===== config.mk =====
export PLATFORM = sky130hd
export DESIGN_NAME = axi_stream_source
export DESIGN_NICKNAME = d
export VERILOG_FILES = /design/src/rtl/axi_stream_source.sv
export SDC_FILE = /design/constraint.sdc
export NUM_CORES = 1
export LEC_CHECK = 0
export CORE_ASPECT_RATIO = 1.75
export CORE_MARGIN = 10
export CORE_UTILIZATION = 45
export CTS_CLUSTER_DIAMETER = 150
export DETAILED_ROUTE_END_ITERATION = 8
export PLACE_DENSITY = 0.71
export SYNTH_ARGS = -nofsm -noshare
export SYNTH_HDL_FRONTEND = slang
export SYNTH_SLANG_ARGS = --single-unit

===== constraint.sdc =====
create_clock -name aclk -period 3.3 [get_ports aclk]
set_clock_uncertainty 0.15 [all_clocks]
set_input_delay 0.66 -clock aclk [delete_from_list [all_inputs] [get_ports aclk]]
set_output_delay 0.66 -clock aclk [all_outputs]
set_load 0.01 [all_outputs]

===== src/rtl/axi_stream_source.sv =====
// AXI-Stream packet source: deterministic beat sequence, stable under backpressure, done_out after NUM_PACKETS.
// Optional: define AXIS_SOURCE_RANDOM_VALID_EN to randomly withhold tvalid between beats.
module axi_stream_source #(
  parameter int                     TDATA_WIDTH = 16,
  parameter int                     TID_WIDTH   = 1,
  parameter int                     TDEST_WIDTH = 1,
  parameter int                     TUSER_WIDTH = 1,
  parameter int                     USE_TLAST   = 0,
  parameter int                     PACKET_LEN  = 4,
  parameter int                     NUM_PACKETS = 2,
  parameter logic [TDATA_WIDTH-1:0] DATA_START  = '0,
  parameter logic [TDATA_WIDTH-1:0] DATA_STEP   = TDATA_WIDTH'(1),
  parameter logic [TID_WIDTH-1:0]   TID_VALUE   = '0
) (
  input  logic                     aclk,
  input  logic                     aresetn,
  input  logic                     enable_in,
  output logic [TDATA_WIDTH-1:0]   tdata_m_out,
  output logic [TDATA_WIDTH/8:0]   tstrb_m_out,
  output logic [TDATA_WIDTH/8:0]   tkeep_m_out,
  output logic                     tlast_m_out,
  output logic [TID_WIDTH-1:0]     tid_m_out,
  output logic [TDEST_WIDTH-1:0]   tdest_m_out,
  output logic [TUSER_WIDTH-1:0]   tuser_m_out,
  output logic                     twakeup_m_out,
  output logic                     tvalid_m_out,
  input  logic                     tready_m_in,
  output logic                     done_out
);
  localparam int BW = (PACKET_LEN > 1) ? $clog2(PACKET_LEN) : 1;

  typedef enum logic [1:0] {IDLE, SEND, DONE} state_t;
  state_t state;

  logic [BW-1:0]          beat_cnt, beat_nxt, src_beat;
  logic [31:0]            pkt_cnt, pkt_nxt, src_pkt;
  logic [TDATA_WIDTH-1:0] data_val, data_nxt, src_data;
  logic                   hs, last_beat, final_beat, load, drop, offer_ok;

`ifdef AXIS_SOURCE_RANDOM_VALID_EN
  always_ff @(posedge aclk) offer_ok <= 1'({$random} % 2);
`else
  assign offer_ok = 1'b1;
`endif

  assign hs         = tvalid_m_out && tready_m_in;
  assign last_beat  = (beat_cnt == BW'(PACKET_LEN - 1));
  assign final_beat = (NUM_PACKETS != 0) && last_beat && (pkt_cnt == 32'(NUM_PACKETS - 1));
  assign beat_nxt   = last_beat ? '0 : beat_cnt + 1'b1;
  assign pkt_nxt    = last_beat ? pkt_cnt + 32'd1 : pkt_cnt;
  assign data_nxt   = data_val + DATA_STEP;

  // A beat loaded on a handshake edge is the one after the beat just accepted.
  assign src_beat = hs ? beat_nxt : beat_cnt;
  assign src_pkt  = hs ? pkt_nxt  : pkt_cnt;
  assign src_data = hs ? data_nxt : data_val;

  always_comb begin
    load = 1'b0;
    drop = 1'b0;
    case (state)
      IDLE: load = enable_in && offer_ok;
      SEND: begin
        if (hs && final_beat) drop = 1'b1;
        else if (hs || !tvalid_m_out) begin
          if (enable_in && offer_ok) load = 1'b1;
          else                       drop = 1'b1;
        end
      end
      default: ;
    endcase
  end

  always_ff @(posedge aclk) begin
    if (!aresetn) begin
      state         <= IDLE;
      beat_cnt      <= '0;
      pkt_cnt       <= '0;
      data_val      <= DATA_START;
      tdata_m_out   <= DATA_START;
      tstrb_m_out   <= '0;
      tkeep_m_out   <= '0;
      tlast_m_out   <= 1'b0;
      tid_m_out     <= TID_VALUE;
      tdest_m_out   <= '0;
      tuser_m_out   <= '0;
      twakeup_m_out <= 1'b0;
      tvalid_m_out  <= 1'b0;
      done_out      <= 1'b0;
    end else begin
      tid_m_out <= TID_VALUE;
      if (hs) begin
        beat_cnt <= beat_nxt;
        pkt_cnt  <= pkt_nxt;
        data_val <= data_nxt;
      end

      case (state)
        IDLE: if (enable_in) state <= SEND;
        SEND: begin
          if (hs && final_beat) begin
            state    <= DONE;
            done_out <= 1'b1;
          end else if ((hs || !tvalid_m_out) && !enable_in) begin
            state <= IDLE;
          end
        end
        default: ;
      endcase

      if (load) begin
        tvalid_m_out  <= 1'b1;
        twakeup_m_out <= 1'b1;
        tstrb_m_out   <= '1;
        tkeep_m_out   <= '1;
        tdata_m_out   <= src_data;
        tdest_m_out   <= TDEST_WIDTH'(src_pkt);
        tuser_m_out   <= TUSER_WIDTH'(src_beat);
        tlast_m_out   <= (USE_TLAST != 0) && (src_beat == BW'(PACKET_LEN - 1));
      end else if (drop) begin
        tvalid_m_out  <= 1'b0;
        twakeup_m_out <= 1'b0;
        tstrb_m_out   <= '0;
        tkeep_m_out   <= '0;
        tlast_m_out   <= 1'b0;
      end
    end
  end
endmodule


# Word-level counts from Yosys, hierarchy flattened
# Index checks and enable logic that the tools add are counted.
classes:
  addsub: 3
  n_eq_ne: 5
  muxes: 21
  reduce_logical: 13
op_table:
  columns: ["operator", "n"]
  rows:
  - ["$add 32x1->32 const B", 1]
  - ["$eq 32x1->1 const B", 1]
  - ["$add 16x1->16 const B", 1]
  - ["$mux 16", 1]
  - ["$mux 1", 12]
  - ["$mux 2", 4]
  - ["$mux 3", 2]
  - ["$logic_and 1x1->1", 4]
  - ["$pmux 2 s2", 1]
  - ["$reduce_and 2->1", 2]
  - ["$reduce_bool 2->1", 2]
  - ["$ne 3x3->1 const B", 1]
  - ["$reduce_and 3->1", 1]
  - ["$add 2x1->2 const B", 1]
  - ["$eq 2x1->1 const B", 1]
  - ["$eq 2x2->1 const B", 1]
  - ["$logic_not 1->1", 2]
  - ["$logic_not 2->1", 1]
  - ["$ne 2x2->1 const B", 1]
  - ["$pmux 1 s2", 1]
  - ["$logic_or 1x1->1", 1]
word_totals:
  register_bits: 75
  inputBits: 4
  out_inout_bits: 29
  word_cells: 54

# Longest topological paths before layout
logic_depth:
  ltp_word: 7
  ltp_mapped: 8
  ltp_nobuf: 7

# Worst setup path before layout
# No wires, ideal clock.
synth_path:
  kind: "input to register"
  start: "input port tready_m_in"
  end: "register tdata_m_out[0]"
  setup_ns: 0.123
  arrival_ns: 2.025
  t_required_ns: 3.027
  setup_slack_ns: 1.001
  stages: 6
  path_buffers: 1
  path_cell_list: "and3_1 -> nand3_1 -> or3_4 -> o21ai_4 -> buf_6 -> mux2_1"
synth_between:
  elab_chain_cells: 5
  elab_cells_between_ends: 7
  classes_between: "mux: 4; reduce/logical: 3"
synth_rtl:
  columns: ["item", "line_no", "text"]
  rows:
  - ["start: declaration", "27", "input logic tready_m_in,"]
  - ["$logic_and 1x1->1 *", "46", "assign hs = tvalid_m_out && tready_m_in;"]
  - ["$logic_or 1x1->1", "65", "else if (hs || !tvalid_m_out) begin"]
  - ["$mux 1", "65", null]
  - ["$mux 1", "64", "if (hs && final_beat) drop = 1'b1;"]
  - ["$pmux 1 s2", "61", "case (state)"]
  - ["end signal: assignment", "116", "tdata_m_out <= src_data;"]
  - ["end: declaration", "18", "output logic [TDATA_WIDTH-1:0] tdata_m_out,"]
# Every way passes the cells marked *; elsewhere a longest branch is shown, timed or not.
# A chain may end at the register's enable or synchronous reset.

# Worst setup path in the final report
layout_path:
  start: "input port tready_m_in"
  end: "register tdest_m_out"
layout_between:
  elab_chain_cells: 5
  elab_cells_between_ends: 7
  classes_between: "mux: 4; reduce/logical: 3"
layout_rtl:
  columns: ["item", "line_no", "text"]
  rows:
  - ["$logic_and 1x1->1 *", "46", null]
  - ["$logic_or 1x1->1", "65", null]
  - ["$mux 1", "65", null]
  - ["$mux 1", "64", null]
  - ["$pmux 1 s2", "61", null]
  - ["end signal: assignment", "117", "tdest_m_out <= TDEST_WIDTH'(src_pkt);"]
  - ["end: declaration", "23", "output logic [TDEST_WIDTH-1:0] tdest_m_out,"]
# Marks and branches as above.

==> impl_metrics.yaml <==
outcome:
  outcome: "complete, no violations"
routing:
  drcViolationCount: 0
  detail-route-antenna-nets: 0
  routed-via-count: 2619
  wl_per_cell_um: 14.9
  drt-total-wl_um: 7260
  drtIter0Drc: 170
  dr.pass1.iters: 4
  viasPerCell: 5.37
clocking:
  root_buffer: "clkbuf_16"
  cts_hold_buf: 0
  htreeDepth: 3
  cts_buffers: 9
  post_cts_buffers: 0
  cts.sinks: 72
  cts_buffer_depth: 2
  clk_pin_slew_ps: 50
  clk_latency_ps: 340
  cts_tree: "yes"
  ctsResizeCount: 0
sta:
  finalSetupViolations: 0
  tightest_slew_ps: 825
  hold_viol: 0
  slew_headroom: 0.450
  rsz0062_at_grt: "false"
  finalMaxSlewViolations: 0
  period_needed_ps: 2620
  fmax_mhz: 381
  fin_crit_sh: 0.795
  finalSetupTns_ps: 0
worst_setup_path:
  path_cells: "clkdlybuf4s50_1 -> and3_1 -> nand3_1 -> or3_4 -> o21ai_4 -> buf_12 -> mux2_2"
  r2r_cells: 7
  cp.required_ps: 3370
  crit_path_end_kind: "register"
  cp-start-kind: "input pin"
  cp_slowest_cell: "clkdlybuf4s50_1"
  arrival_ps: 2700
  path_class: "input pin to register"
  crit_fanout: 17
  cpPeakStageDelay_ps: 580
synth:
  ys_seq_elements: 72
  avgSynthCellArea_um2: 9.38
  synth_flop_cell: "dfxtp_1"
  synth_edf_count: 0
  synth.yosys.seq_area_share: 0.417
  synth_cell_types: 43
  yosysWarnings: 0
  syn_area_um2: 3460
  ys_async_sr_fraction: 0
  syn-instance-count: 369
power_and_ir_drop:
  power.leakage_nw: 1.57
  peakVddDrop_mv: 0.395
  power.share.switching: 0.213
  powerDensity_nw_per_um2: 462
  p_int_mw: 1.48
  clockPowerShare: 0.489
  switchingPower_mw: 0.400
  power_frac_seq: 0.470
  p_comb_frac: 0.041
grt:
  grt_pass1_vias: 2589
  antenna_found_initial: 0
  grt_pass1_wl_um: 12400
  grtUsageTotal: 0.131
  grt-ovfl-total: 0
  grt_max_degree: 60
floorplan:
  die_x_um: 86.3
  die_height_um: 136
  core-area_um2: 7510
  fp.dieArea_um2: 11700
  io-pin-count: 33
  fp-row-count: 42
  initial_core_util: 0.460
layout:
  layout_common_cells: "dfxtp_1, and2_1, clkdlybuf4s50_1"
  syn_to_final_growth_pct: 17.6
  antenna_cells: 0
  nNetsFinal: 403
  final_common_cell: "dfxtp_1"
  utilization: 0.541
  n_fill_cell: 686
  drive_above_1_share: 0.100
place:
  io_buffer_count: 30
  hpwlAfterDp_um: 5230
  gp_congestion: 0.849
job:
  maxCapViolCount: 0
worst_hold_path:
  hold_class: "register to register"
  worst_hold_path.num_cells: 1
==> layout make-up <==
| type | instances | area, µm² | area share |
|---|---|---|---|
| Multi-Input combinational cell | 264 | 1840 | 0.452 |
| Sequential cell | 72 | 1440 | 0.354 |
| Timing Repair Buffer | 35 | 345 | 0.0849 |
| Clock buffer | 13 | 270 | 0.0664 |
| Tap cell | 88 | 110 | 0.0271 |
| Inverter | 13 | 48.8 | 0.0120 |
| Clock inverter | 3 | 15.0 | 0.00369 |
==> registers in the layout, summed over array words and instances (netlist names) <==
name / flops
data_val: 16
state: 2
tuser_m_out: 1
done_out: 1
tkeep_m_out: 1
pkt_cnt: 32
tdest_m_out: 1
beat_cnt: 2
tdata_m_out: 16
==> cell usage after synthesis (2+ instances only) <==
cell | number | area share
dfxtp_1 | 72 | 0.42
xnor2_1 | 22 | 0.056
and3_1 | 4 | 0.0072
nand2b_1 | 3 | 0.0054
o21ai_0 | 8 | 0.012
o21a_1 | 4 | 0.0087
nand4_1 | 11 | 0.020
nor4_1 | 14 | 0.025
or4_4 | 2 | 0.0065
nor2b_1 | 6 | 0.011
buf_6 | 3 | 0.0098
mux2_1 | 9 | 0.029
buf_4 | 9 | 0.020
nor2_1 | 5 | 0.0054
nor4b_1 | 2 | 0.0051
nand2_1 | 27 | 0.029
inv_1 | 13 | 0.014
a21boi_2 | 2 | 0.0065
ha_1 | 4 | 0.014
nor3_1 | 16 | 0.023
mux2_2 | 7 | 0.023
xor2_1 | 15 | 0.038
a211oi_1 | 2 | 0.0043
or3_1 | 6 | 0.011
and4_1 | 5 | 0.013
nand4_2 | 2 | 0.0072
and2_1 | 51 | 0.092
clkbuf_1 | 9 | 0.0098
nor4_2 | 2 | 0.0072
mux2i_1 | 4 | 0.012
a21boi_0 | 5 | 0.011
nand3_1 | 14 | 0.020
==> cells by family after synthesis <==
group                    Yosys count  synth area share
other                              1           0.00108
AO/OA/AOI/OAI                     26            0.0553
AND/OR/NAND/NOR                  175             0.302
XOR/XNOR                          37            0.0937
flip-flops                        72             0.417
multiplexers                      20            0.0637
buffers and inverters             34            0.0532
adder cells (fa/ha/maj)            4            0.0145
==> power by group through the flow <==
stage	registers [mW]	logic (mW)	clock network [mW]
floorplan	0.903	0.0526	0
global placement	0.903	0.0776	0
detailed placement	0.903	0.0785	0
CTS	0.884	0.0790	0.933
global route	0.885	0.0837	0.968
finish	0.884	0.0770	0.918
==> worst max-delay path: cells and delay by family <==
family / cells / cell delay, ps
simple gates: 3 / 760
compound gates: 1 / 160
mux: 1 / 340
buf+inv: 2 / 760
==> per-stage QoR <==
stage	hold WS, ps	std cells	area [µm²]	power (mW)	worst slack (ps)
after floorplan	292	370	3460	0.955	1000
after global placement	298	472	3780	0.980	415
after detailed placement	310	472	3780	0.982	328
after CTS	322	488	4070	1.90	662
after global routing	343	488	4070	1.94	578
final	316	488	4070	1.88	676
==> path summary, 6_finish.rpt <==
kind                from           to  slack, ps
max          tready_m_in  tdest_m_out        680
max reg2reg   pkt_cnt[0]  tdest_m_out        850
min reg2reg     done_out     done_out        320
min             done_out     done_out        320
==> metal layers <==
layer / vias to the layer above / GRT usage / wire length [µm]
met1: 1248 / 0.127 / 2730
met2: 43 / 0.244 / 4140
met5: - / 0 / 0
met3: 14 / 0.0365 / 251
met4: 0 / 0.0606 / 150
li1: 1314 / - / -
(Power assumes the default switching activity.)
==> RTL change, RTL diff (config.mk and constraints unchanged) <==
Change the parameter `TDATA_WIDTH` from 16 to 32.
--- a/src/rtl/axi_stream_source.sv
+++ b/src/rtl/axi_stream_source.sv
@@ -1,7 +1,7 @@
 // AXI-Stream packet source: deterministic beat sequence, stable under backpressure, done_out after NUM_PACKETS.
 // Optional: define AXIS_SOURCE_RANDOM_VALID_EN to randomly withhold tvalid between beats.
 module axi_stream_source #(
-  parameter int                     TDATA_WIDTH = 16,
+  parameter int                     TDATA_WIDTH = 32,
   parameter int                     TID_WIDTH   = 1,
   parameter int                     TDEST_WIDTH = 1,
   parameter int                     TUSER_WIDTH = 1,
Interface: changed (resized tdata_m_out, tkeep_m_out and tstrb_m_out); port bits go from 33 to 53. No check against the original RTL was run, so the function may have changed too.
==> RTL change against the unedited design <==
- fmax is 2.2% higher
- routed wire length grew 37%
- largest power group is now registers
- combinational power increased by 100%
- synthesized area is 34% higher
- sequential cell count rose by 32
- final area is 33% higher
- setup slack improved by 0.055 ns
- largest cell class unchanged
- total power increased by 33%
==> RTL change: results (changes against the unedited design) <==
- Status: finished, final reports clean
- Placed Instances: 652 (+38%)
- Top Registers: data_val x32, pkt_cnt x32, tdata_m_out x32
- Leakage: 1.97 nW (+25%)
- Count of multi-input combinational gates: 350 (+33%)
- Peak VDD IR: 374 uV (-5.4%)
- Reg2reg end: tdata_m_out[28]
- Critical path arrival: 2.62 ns (-0.08 ns)
- Fraction of area in multi-input gates: 41.7% (-3.5 points)
- Non-clock buffers: 57 (+63%)
- Rel. slew slack: 48.6% (+3.6 points)
- Top cells by count, synth: dfxtp_1 (104), nor2_1 (74), xnor2_1 (32), nand3_1 (26), a21oi_1 (22)
- Clock network area share: 5.33% (-1.7 points)
- First-pass GRT wire length: 17200 microns (+39%)
- Vias in the first global route: 3614 (+40%)
- Sequential area share after synthesis: 44.8% (+3.1 points)
- Signal buf overhead: 10.7% (+2.2 points)
- DR vias/cell: 5.36 (-0.16%)
- Nets: 544 (+35%)
- Final std cells w/o fill: 667 (+37%)
- Worst r2r src: tkeep_m_out[3]
- Inverters, non-clock: 14 (+1)
- Crit path largest cell delay: 0.46 ns (-0.12 ns)
- Rows: 49 (+17%)
- Worst reg-to-reg setup slack: 0.81 ns (-0.04 ns)
- DP HPWL: 7060 microns (+35%)
- Largest net degree at the start of global routing: 56 (-6.7%)
- Gpl congestion: 0.810 (-4.7%)
- Average wire per standard cell: 14.9 microns (+0.11%)
-- RTL change: cell count changes after synthesis, moves of 9 or more --
| cell | delta |
|---|---|
| a211oi_1 | +10 |
| a21oi_1 | +21 |
| and2_1 | -33 |
| dfxtp_1 | +32 |
| mux2_1 | -9 |
| mux2i_1 | +9 |
| nand3_1 | +12 |
| nor2_1 | +69 |
| o21ai_0 | +11 |
| xnor2_1 | +10 |
-- RTL change: cells by family after synthesis --
group	synth area share [%]
buffers and inverters	6.91
AO/OA/AOI/OAI	7.91
flip-flops	44.8
XOR/XNOR	9.79
multiplexers	2.80
AND/OR/NAND/NOR	26.7
other	0.0806
adder cells (fa/ha/maj)	1.08
-- RTL change: how the worst max path moves through the flow --
stage                                 end  slack, ns  depth (start not counted)
after global routing      tdata_m_out[28]       0.49                          5
after detailed placement  tdata_m_out[28]       0.38                          6
after global placement    tdata_m_out[26]       0.43                          6
after CTS                  tkeep_m_out[3]       0.75                          1
final                      tdata_m_out[6]       0.73                          8
after floorplan            tdata_m_out[9]        1.0                          9
-- RTL change: tightest hold or removal path, delay by kind of cell (launching register included) --
| kind | cells | cell delay, ns |
|---|---|---|
| DFF | 1 | 0.33 |
| and+or+nand+nor | 2 | 0.12 |
-- RTL change: layer usage --
| metal | GRT usage (%) | vias to the layer above | wire length [microns] |
|---|---|---|---|
| li1 | - | 1800 | - |
| met4 | 7.13 | 0 | 252 |
| met3 | 3.35 | 14 | 425 |
| met5 | 0 | - | 0 |
| met1 | 13.0 | 1706 | 3770 |
| met2 | 25.7 | 54 | 5490 |
-- RTL change: report_power, final --
group	total [mW]	switching, mW	internal (mW)	leakage [nW]
Combinational	0.156	0.0815	0.0750	0.992
Sequential	1.29	0.0158	1.28	0.842
Clock	1.05	0.443	0.604	0.139
Total	2.49	0.540	1.95	1.97
